$ cat src/rtl/boid_frame_scheduler.sv
// Per-frame boid display sequencer: swaps/clears the display RAM on
// end-of-screen, then walks every BPU and plots one pixel per boid.
module boid_frame_scheduler #(
  parameter int MAX_BOIDS    = 4,
  parameter int SEL_WIDTH    = 2,
  parameter int VIDEO_WIDTH  = 640,
  parameter int VIDEO_HEIGHT = 480,
  parameter int ADDR_WIDTH   = 19
) (
  input  logic                  clock,
  input  logic                  CPU_RESETN,
  input  logic                  enable,
  input  logic                  screen_end,
  input  logic [9:0]            boid_x,
  input  logic [8:0]            boid_y,
  input  logic                  overrun_clear,
  output logic [SEL_WIDTH-1:0]  boid_sel,
  output logic                  disp_swap,
  output logic                  disp_we,
  output logic [ADDR_WIDTH-1:0] disp_addr,
  output logic                  busy,
  output logic                  frame_done,
  output logic                  overrun,
  output logic [15:0]           frame_count,
  output logic [SEL_WIDTH:0]    skip_count
);

  typedef enum logic [2:0] {
    IDLE,
    SWAP,
    FETCH,
    WRITE,
    DONE
  } state_t;

  localparam logic [31:0] VW = 32'(VIDEO_WIDTH);
  localparam logic [31:0] VH = 32'(VIDEO_HEIGHT);
  localparam logic [SEL_WIDTH-1:0] LAST = SEL_WIDTH'(MAX_BOIDS - 1);

  state_t state;
  state_t state_nx;

  logic [9:0]            cap_x;
  logic [8:0]            cap_y;
  logic [SEL_WIDTH:0]    acc;
  logic [SEL_WIDTH:0]    acc_d;
  logic [SEL_WIDTH-1:0]  sel_d;
  logic                  swap_d;
  logic                  we_d;
  logic [ADDR_WIDTH-1:0] addr_d;
  logic                  busy_d;
  logic                  done_d;
  logic                  ov_d;
  logic [15:0]           fc_d;
  logic [SEL_WIDTH:0]    sk_d;
  logic                  start;
  logic                  last;

  function automatic logic on_screen(input logic [9:0] x,
                                     input logic [8:0] y);
    return (32'(x) < VW) && (32'(y) < VH);
  endfunction

  assign start = (state == IDLE) && screen_end && enable;
  assign last  = (boid_sel == LAST);

  // State register
  always_ff @(posedge clock or negedge CPU_RESETN) begin
    if (!CPU_RESETN) state <= IDLE;
    else             state <= state_nx;
  end

  // Next-state logic
  always_comb begin
    state_nx = state;
    unique case (state)
      IDLE:    if (start) state_nx = SWAP;
      SWAP:    state_nx = FETCH;
      FETCH:   state_nx = WRITE;
      WRITE:   state_nx = last ? DONE : FETCH;
      DONE:    state_nx = IDLE;
      default: state_nx = IDLE;
    endcase
  end

  // Next values for the registered outputs and walk bookkeeping
  always_comb begin
    sel_d  = boid_sel;
    acc_d  = acc;
    we_d   = 1'b0;
    addr_d = disp_addr;
    fc_d   = frame_count;
    sk_d   = skip_count;
    swap_d = (state_nx == SWAP);
    done_d = (state_nx == DONE);
    busy_d = (state_nx != IDLE);
    unique case (state)
      IDLE: begin
        if (start) begin
          sel_d = '0;
          acc_d = '0;
        end
      end
      FETCH: begin
        if (on_screen(boid_x, boid_y)) begin
          we_d   = 1'b1;
          addr_d = ADDR_WIDTH'(32'(boid_y) * VW + 32'(boid_x));
        end
      end
      WRITE: begin
        if (!on_screen(cap_x, cap_y)) acc_d = acc + 1'b1;
        if (!last) sel_d = boid_sel + 1'b1;
      end
      DONE: begin
        fc_d = frame_count + 16'd1;
        sk_d = acc;
      end
      default: ;
    endcase
    if (screen_end && state != IDLE) ov_d = 1'b1;
    else if (overrun_clear)          ov_d = 1'b0;
    else                             ov_d = overrun;
  end

  // Output and datapath registers
  always_ff @(posedge clock or negedge CPU_RESETN) begin
    if (!CPU_RESETN) begin
      boid_sel    <= '0;
      disp_swap   <= 1'b0;
      disp_we     <= 1'b0;
      disp_addr   <= '0;
      busy        <= 1'b0;
      frame_done  <= 1'b0;
      overrun     <= 1'b0;
      frame_count <= '0;
      skip_count  <= '0;
      acc         <= '0;
      cap_x       <= '0;
      cap_y       <= '0;
    end else begin
      boid_sel    <= sel_d;
      disp_swap   <= swap_d;
      disp_we     <= we_d;
      disp_addr   <= addr_d;
      busy        <= busy_d;
      frame_done  <= done_d;
      overrun     <= ov_d;
      frame_count <= fc_d;
      skip_count  <= sk_d;
      acc         <= acc_d;
      if (state == FETCH) begin
        cap_x <= boid_x;
        cap_y <= boid_y;
      end
    end
  end

endmodule

$ cat config.mk
export PLATFORM = sky130hd
export DESIGN_NAME = boid_frame_scheduler
export DESIGN_NICKNAME = d
export VERILOG_FILES = /design/src/rtl/boid_frame_scheduler.sv
export SDC_FILE = /design/constraint.sdc
export NUM_CORES = 1
export LEC_CHECK = 0
export ABC_AREA = 1
export BUFFER_PORTS_ARGS = -buffer_cell sky130_fd_sc_hd__clkbuf_2
export CAP_MARGIN = 20
export CELL_PAD_IN_SITES_DETAIL_PLACEMENT = 0
export CELL_PAD_IN_SITES_GLOBAL_PLACEMENT = 1
export CORE_AREA = 3 3 67 116
export CTS_BUF_LIST = sky130_fd_sc_hd__clkbuf_8
export CTS_CLUSTER_SIZE = 20
export DETAILED_ROUTE_END_ITERATION = 12
export DIE_AREA = 0 0 70 119
export PLACE_DENSITY = 0.86
export RECOVER_POWER = 25
export SLEW_MARGIN = 10
export SYNTH_ARGS = -nofsm -noshare
export SYNTH_HDL_FRONTEND = slang
export SYNTH_SLANG_ARGS = --single-unit
$ cat constraint.sdc
create_clock -name clock -period 2.76 [get_ports clock]
set_input_delay 0.276 -clock clock [delete_from_list [all_inputs] [get_ports clock]]
set_output_delay 0.276 -clock clock [all_outputs]
set_load 0.1 [all_outputs]
# [Word-level counts from Yosys, hierarchy flattened]
# Cells that the tools add are included.
[word_totals] ff_bits=70 out_inout_bits=45 elab_cells=58 input_bits=24
[classes] reduce_logical=13 n_addsub=4 n_mux=13 eq_ne=10 magnitude_cmp=4 mul=1
[ops] cell="10-bit less-than comparator, second input constant" count=2
[ops] cell="19-bit by 10-bit adder with 19-bit output" count=1
[ops] cell="9-bit less-than comparator, second input constant" count=2
[ops] cell="16-bit by 1-bit adder with 16-bit output, second input constant" count=1
[ops] cell="9-bit by 3-bit multiplier with 12-bit output, second input constant" count=1
[ops] cell="3-bit 2-to-1 mux" count=4
[ops] cell="3-bit case mux with 4 select lines" count=1
[ops] cell="3-bit by 1-bit == test with 1-bit output, second input constant" count=2
[ops] cell="3-bit by 2-bit == test with 1-bit output, second input constant" count=2
[ops] cell="3-bit == test, second input constant" count=2
[ops] cell="2-bit inequality test, second input constant" count=3
[ops] cell="3-bit case mux with 2 select lines" count=1
[ops] cell="3-bit AND reduction" count=2
[ops] cell="3-bit nonzero test" count=2
[ops] cell="1-bit logical AND" count=5
[ops] cell="1-bit 2-to-1 mux" count=4
[ops] cell="2-bit 2-to-1 mux" count=2
[ops] cell="2-bit case mux with 2 select lines" count=1
[ops] cell="2-bit nonzero test" count=2
[ops] cell="3-bit by 1-bit adder with 3-bit output, second input constant" count=1
[ops] cell="3-bit logical NOT" count=1
[ops] cell="2-bit by 1-bit adder with 2-bit output, second input constant" count=1
[ops] cell="2-bit == test, second input constant" count=1
[ops] cell="2-bit AND reduction" count=1

# [Depth between registers and ports, before layout]
# Gate-level depths: netlist (run 1).
[depth] ltp_word=6 ltp_mapped=14

# [Least setup slack after synthesis (run 1)]
# Ideal clock, no wire load.
[synth_timing] path_kind="reg-to-reg" startpoint="reg frame_count[0]" endpoint="reg frame_count[14]" path_slack_ps=591 t_arrival_ps=2054 synth_period_minus_slack_ps=2169 path_buffers=0 path_stages_with_launch=11 t_required_ps=2646 path_cell_list="dfrtp_1 ha_1 inv_1 nor2_4 nand3_4 nor2_4 nand2_2 nor2_4 nand4_1 nand2_1 inv_1"
[synth_via] elab_chain_cells=1
[synth_rtl] element="start: declaration" line_no="24" text="output logic [15:0] frame_count,"
[synth_rtl] element="start signal: assignment" line_no="135" text="frame_count <= '0;"
[synth_rtl] element="start signal: assignment" line_no="148" text="frame_count <= fc_d;"
[synth_rtl] element="16-bit by 1-bit adder with 16-bit output" line_no="115" text="fc_d = frame_count + 16'd1;"
# No other way between the ends.
# A chain may end at the register's enable or synchronous reset.

# [Worst setup path in the final report (run 1)]
[layout_timing] startpoint="reg state[2]" endpoint="reg disp_addr[17]"
[layout_via] elab_chain_cells=2
[layout_rtl] element="start: declaration" line_no="40" text="state_t state;"
[layout_rtl] element="start signal: assignment" line_no="70" text="else state <= state_nx;"
[layout_rtl] element="3-bit by 2-bit == test with 1-bit output" line_no="97" text="unique case (state)"
[layout_rtl] element="2-bit AND reduction (no source line)"
[layout_rtl] element="end signal: assignment" line_no="144" text="disp_addr <= addr_d;"
[layout_rtl] element="end: declaration" line_no="20" text="output logic [ADDR_WIDTH-1:0] disp_addr,"
# No other way between the ends.

==> results.md, run 1 <==
* Status: finished clean
* Multi-input gate area at about 0.0015 mm2
* Most frequent cells in the layout: 116 x nand2_1, 69 x clkbuf_2, 58 x dfrtp_1
* Root buf cell: clkbuf_8
* RSZ-0062 raised after global routing: no
* Vias in the first global route at 2570
* Worst path top cell family by delay: simple AND/OR/NAND/NOR gates
* Hold Path Class: in -> reg
* Share of layout cells above drive strength 1 at about a quarter
* # IOs at 69
* Least-Margin Pin Slew at 1.424 ns
* Detailed-route DRC error count at 0
* Worst endpoint data arrival time at around 2.4 ns
* Post-synth top area cell: dfrtp_1
* Top cell type's share of synthesized area at 46.72%
* Max Cap Viol at 0
* WP buf/inv at 1
* Warnings from Yosys at 0
* Reg2Reg Setup Slack at just under 0.7 ns
* Distinct cells, synth at 32
* Clock Skew at 0.008760 ns
* Final nets at 473
* Top area cells in the synthesized netlist: dfrtp_1 47%, nand2_1 14%, ha_1 8.1%
* Clock-pin slew on the worst setup and hold paths at 0.07 ns
* Crit. End Element: flip-flop
* Site row count at 40
* Grt total ovfl at 0
* Rel. slew slack at 5.051%
* Fin crit share at about three quarters
* Synthesis-to-finish area growth at 19.94%
* All-Layer GR Usage at between 15 and 20%
* Largest net degree at the start of global routing at between 50 and 60
* Core Footprint at around 0.0069 mm2
* Cell Chain, Critical Path: nor2_1 > nand2_1 > nor2_1 > nand2_1 > o21ai_2 > nand2_2 > inv_2 > nand3_1 > nand2_1
* Die footprint at about 0.0083 mm2
* Port bufs at 68
* CP required at 3.03 ns
* Clock sinks at 58
* Final wirelength at roughly 6600 um
* Leak Pwr at 2.079 nW
* Placed Cells incl. Taps at 500
* Initial Utilization at 44.98%
* Hold WS at 0.1296 ns
* Fin. Hold Viols at 0
* Setup TNS at 0 ns
* Finished Layout Cells at 514
* Wire per inst at about 13 um
* Die H at 119 um
* TritonCTS buffer count at 9
* Sequential area share after synthesis at 46.72%
* DP HPWL at 5149 um
* Antenna cells at 0
* Worst VDD drop at around 510 uV
* Post-CTS Hold Fix Bufs at 0
* Post-synthesis cell area at 0.003107 mm2
* Post-layout min period at 2.077 ns
* Final WS setup at 0.6828 ns
* Cells after Synth at 351
* Post-route ant nets at 0
* Via Count at 2502
* CP max-delay cell: dfrtp_1
* Initial antenna violation count at 0
* Post CTS Setup Buffer Count at 0
* Crit path max fanout at 27
* Filler cell count at between 600 and 700
* Crit-path max cell delay at 0.43 ns
* CP Class: reg -> reg
* CTS resizes at 0
* Register area at 0.001451 mm2
* Synth Net Count at 397
* CP Launch Type: flip-flop
* Most used cell, CP: nand2_1
* Final setup viols at 0
* Placer Congestion at 0.7981
* DR vias/cell at 4.868
* Yosys reg bits at 58
* Fin util at about 54%
* Die W at 70 um
* H-tree levels at 3
* Skew-Pair Late Insertion Delay at around 0.34 ns
* First-pass GRT wire length at 11590 um
* Cell Pwr Density at roughly 1200 mW/mm2
* Clk buf depth at 2
* Fmax at a little under 0.5 GHz
* Final slew viol count at 0
* Commonest non-fill, non-tap cell in the layout: nand2_1
* Post-Place Worst Slack at approximately 0.45 ns
* 1st-pass router iterations at 4
* TritonCTS clock tree: yes
* Synth Area per Inst at 8.851 um2
* Starting DRT DRC Count at 131
[cell usage after synthesis (all sizes together)]
cell    number
a21o         1
nand3       20
xnor2        6
a22o         2
dfrtp       58
buf          4
nor3         3
fa           2
a31oi        2
mux2         5
inv         37
o31ai        1
nor2        22
nand2      120
nand3b       3
a21oi        5
ha          20
o21ai       16
nand4        7
xor2        15
nor4         1
or2          1
[worst register-to-register path, cell delays in order (launching register included)]
cell,delay [ns]
dfrtp_1,0.43
nor2_1,0.16
nand2_1,0.24
nor2_1,0.22
nand2_1,0.08
o21ai_2,0.07
nand2_2,0.30
inv_2,0.32
nand3_1,0.12
nand2_1,0.07
[routing by layer]
metal,wire (um),share of wire (%),vias up,GRT usage (%)
met2,3586,54,56,31.99
li1,-,-,1277,-
met3,255,3.8,14,4.476
met4,189,2.8,0,8.993
met1,2612,39,1155,18.42
met5,0,0,-,0
[report_power, final]
part | switching, mW | total (mW) | leakage, nW | internal [mW]
Combinational | 2.03 | 2.47 | 1.24 | 0.437
Sequential | 0.178 | 1.32 | 0.733 | 1.14
Clock | 0.319 | 0.772 | 0.101 | 0.452
Total | 2.53 | 4.57 | 2.08 | 2.03
[cell type report]
class                      count  share of cell area [%]
clock buffer                  11                   4.063
tap                           84                   2.821
inverter                      37                   3.727
multi-input combinational    252                   40.09
timing repair buffer          69                   9.268
sequential                    58                   38.95
clock inverter                 3                   1.075
[cells by family after synthesis]
| family | Yosys count | synth area share [%] |
|---|---|---|
| muxes | 5 | 1.812 |
| and+or+nand+nor | 177 | 26.06 |
| adders and majority gates | 22 | 9.344 |
| DFF | 58 | 46.72 |
| AOI/OAI and AO/OA | 27 | 4.954 |
| buffers and inverters | 41 | 5.195 |
| xor gates and xnor gates | 21 | 5.920 |
[final timing paths]
check | start | end | cells past startpoint
max | state[2]$_DFF_PN0_ | disp_addr[17]$_DFFE_PN0P_ | 9
min | overrun_clear | overrun$_DFFE_PN0P_ | 2
max reg2reg | state[2]$_DFF_PN0_ | disp_addr[17]$_DFFE_PN0P_ | 9
min reg2reg | disp_addr[1]$_DFFE_PN0P_ | disp_addr[1]$_DFFE_PN0P_ | 2
max in group asynchronous | CPU_RESETN | frame_count[14]$_DFFE_PN0N_ | 2
min in group asynchronous | CPU_RESETN | skip_count[2]$_DFFE_PN0N_ | 2
[metrics by stage]
stage | cell area (um2) | total power, mW
floorplan | 3107 | 3.401
global placement | 3537 | 3.796
detailed placement | 3537 | 3.834
CTS | 3729 | 4.622
global route | 3726 | 4.824
finish | 3726 | 4.565
[sequential cells by signal (all words and copies together), names as in the netlist]
signal,count
overrun,1
frame_count,16
state,3
acc,3
cap_x,3
skip_count,3
cap_y,4
disp_addr,19
frame_done,1
busy,1
disp_we,1
boid_sel,2
disp_swap,1
No activity file was read; power rests on OpenSTA's default activity.
==> run 2: changes to the inputs <==
CORE_AREA = 3 3 70 120   (was 3 3 67 116)
DIE_AREA = 0 0 73 123   (was 0 0 70 119)
PLACE_DENSITY = 0.8   (was 0.86)
clock period = 2.1 ns   (was 2.76 ns; I/O delays follow)
==> run 2 against run 1 <==
Against the previous run:
- via count up 3.2%
- clock power increased by 35%
- flip-flop and latch count unchanged
- die area up 7.8%
- worst hold slack lost 0.060 ns
- first-iteration DRC count decreased by 47%
- critical path type is now in -> reg
- largest power group unchanged
==> results.md, run 2 (synthesized netlist as in run 1, its figures left out) <==
* Fin. Hold Viols at 0 (unchanged)
* Clock sinks at 58 (unchanged)
* TritonCTS buffer count at 9 (unchanged)
* Largest register FFs at 19 (unchanged)
* Clock-pin slew on the worst setup and hold paths at 0.06 ns (about the same)
* Largest net degree at the start of global routing at 25 (-58%)
* Initial antenna violation count at 0 (unchanged)
* Crit. End Element: flip-flop
* Initial Utilization at 40.77% (-4.2 points)
* Rel. slew slack at 17.63% (+13 points)
* Detailed-route DRC error count at 0 (unchanged)
* Worst path top cell family by delay: adder cells
* Max Cap Viol at 0 (unchanged)
* Placed Cells incl. Taps at 517 (+3.4%)
* Finished Layout Cells at 534 (+3.9%)
* Grt total ovfl at 0 (unchanged)
* Setup TNS at 0 ns (unchanged)
* Final std cell area, no fill at 0.003836 mm2 (+3.0%)
* M3 GR Usage at 3.743% (-0.73 points)
* DP HPWL at 5631 um (+9.4%)
* Placer Congestion at 0.7825 (-2.0%)
* Worst path depth at 11 (+2)
* RSZ-0062 raised after global routing: no
* Final wirelength at 6914 um (+4.1%)
* Cell Chain, Critical Path: clkbuf_2 > ha_1 > ha_1 > fa_1 > nand4_1 > nand2_1 > nand3b_1 > nor2_1 > nand2_1 > nand3_1 > nand2_1
* WP buf/inv at 1 (unchanged)
* DR vias/cell at 4.833 (-0.71%)
* Area after DPL at 0.003643 mm2 (+3.0%)
* TritonCTS clock tree: yes
* Worst Hold Depth at 3 (+1)
* Final setup viols at 0 (unchanged)
* Hold WS at 0.06960 ns (-0.05999 ns)
* Root buf cell: clkbuf_8
* Hold Path Class: in -> reg
* Status: finished clean
* Met1 usage at 18.10% (-0.32 points)
* Clk buf depth at 2 (unchanged)
* CP Class: in -> reg
* Synthesis-to-finish area growth at 23.48%
* All-Layer GR Usage at 16.77% (-0.90 points)
* Share of layout cells above drive strength 1 at 26.46% (+2.0 points)
* Commonest non-fill, non-tap cell in the layout: nand2_1
* Skew-Pair Late Insertion Delay at 0.34 ns (about the same)
* Die W at 73 um (+4.3%)
* Fin crit share at 88.26%
* # IOs at 69 (unchanged)
* Core Footprint at 0.007620 mm2 (+10%)
* Least-Margin Pin Slew at 1.236 ns (-0.1887 ns)
* H-tree levels at 3 (unchanged)
* Via Count at 2581 (+3.2%)
* Top Usage Layer GRT: met2
* Post-layout min period at 1.853 ns
* 1st-pass router iterations at 4 (unchanged)
* Starting DRT DRC Count at 69 (-47%)
* Post-route ant nets at 0 (unchanged)
* Crit-path max cell delay at 0.55 ns (+0.12 ns)
* Site row count at 42 (+5.0%)
* Die footprint at 0.008979 mm2 (+7.8%)
* Worst endpoint data arrival time at 2.08 ns (-0.27 ns)
* Met2 Use GR at 29.99% (-2.0 points)
* Antenna cells at 0 (unchanged)
* Die H at 123 um (+3.4%)
* Port bufs at 68 (unchanged)
* CP Launch Type: input pin
* R2R depth at 8 (-1)
* Worst VDD drop at 610.6 uV (+21%)
* CP max-delay cell: fa_1
* CP required at 2.33 ns (-0.70 ns)
* Fmax at 0.5395 GHz
* Most used cell, CP: nand2_1
* Cell Pwr Density at 1587 mW/mm2 (+30%)
* Top reg by flops: disp_addr
* Crit path max fanout at 4 (-85%)
* First-pass GRT wire length at 11500 um (-0.78%)
* Final slew viol count at 0 (unchanged)
* Most frequent cells in the layout: 116 x nand2_1, 68 x clkbuf_2, 55 x dfrtp_1
* Total chip power at 6.088 mW (+33%)
* Final nets at 487 (+3.0%)
* Clock Skew at 0.01143 ns (+0.002674 ns)
* Largest regs: disp_addr (19), frame_count (16), cap_y (4)
* Leak Pwr at 2.137 nW (+2.8%)
* Vias in the first global route at 2565 (-0.19%)
* Wire per inst at 12.95 um (+0.18%)
## run 2: cell types whose count changed in the layout (fill, tap and decap cells not counted), moves of 2 or more
cell        before  now
dfrtp_1         58   55
clkinvlp_4       0    2
dfrtp_2          0    3
buf_4            0   12
nor2_1          16   18
nor2_4           5    3
clkbuf_1         0    2
## run 2: path summary, 6_finish.rpt
| path | start | to | slack, ns |
|---|---|---|---|
| max | boid_y[1] | disp_addr[16]$_DFFE_PN0P_ | 0.25 |
| min | boid_x[5] | disp_addr[5]$_DFFE_PN0P_ | 0.07 |
| max reg2reg | state[1]$_DFF_PN0_ | frame_count[13]$_DFFE_PN0N_ | 0.28 |
| min reg2reg | disp_addr[2]$_DFFE_PN0P_ | disp_addr[2]$_DFFE_PN0P_ | 0.48 |
| max in group asynchronous | CPU_RESETN | disp_addr[7]$_DFFE_PN0P_ | 0.42 |
| min in group asynchronous | CPU_RESETN | frame_count[0]$_DFFE_PN0N_ | 0.65 |
## run 2: cell type report
type                            instances  area, um2
Inverter                               37      138.9
Clock buffer                           11      151.4
Multi-Input combinational cell        252       1479
Sequential cell                        58       1455
Fill cell                             760       3784
Timing Repair Buffer                   83      447.9
Tap cell                               88      110.1
Clock inverter                          5      53.80
## run 2: routing by layer
layer  part of all wire [%]  wire length [um]
met5                      0                 0
met4                    2.2               151
met3                    2.8               191
met2                     56              3900
met1                     39              2670
## run 2: worst reg2reg max path, delay by kind of cell, from the launching register on
family,cells,cell delay [ns]
XOR/XNOR,1,0.17
flip-flops,1,0.42
AND/OR/NAND/NOR,7,1.13
## run 2: report_power, final
part           switching [mW]  leakage [nW]  total, mW  internal, mW
Combinational            2.69          1.30       3.30         0.616
Clock                   0.438         0.103       1.04         0.606
Sequential              0.235         0.729       1.74          1.51
## run 2: timing repair
item                                   CTS  global route
endpoints found under the hold margin   22             0
gates resized for setup                  0             0
hold buffers                             1             0
setup buffers                            0             0
## run 2: per-stage QoR
step | worst slack (ns) | utilization [%]
floorplan | 0.1128 | -
global placement | -0.06059 | 47.82
detailed placement | -0.1038 | 47.82
CTS | 0.2591 | 50.64
global route | 0.07309 | 50.34
finish | 0.2465 | 50.34
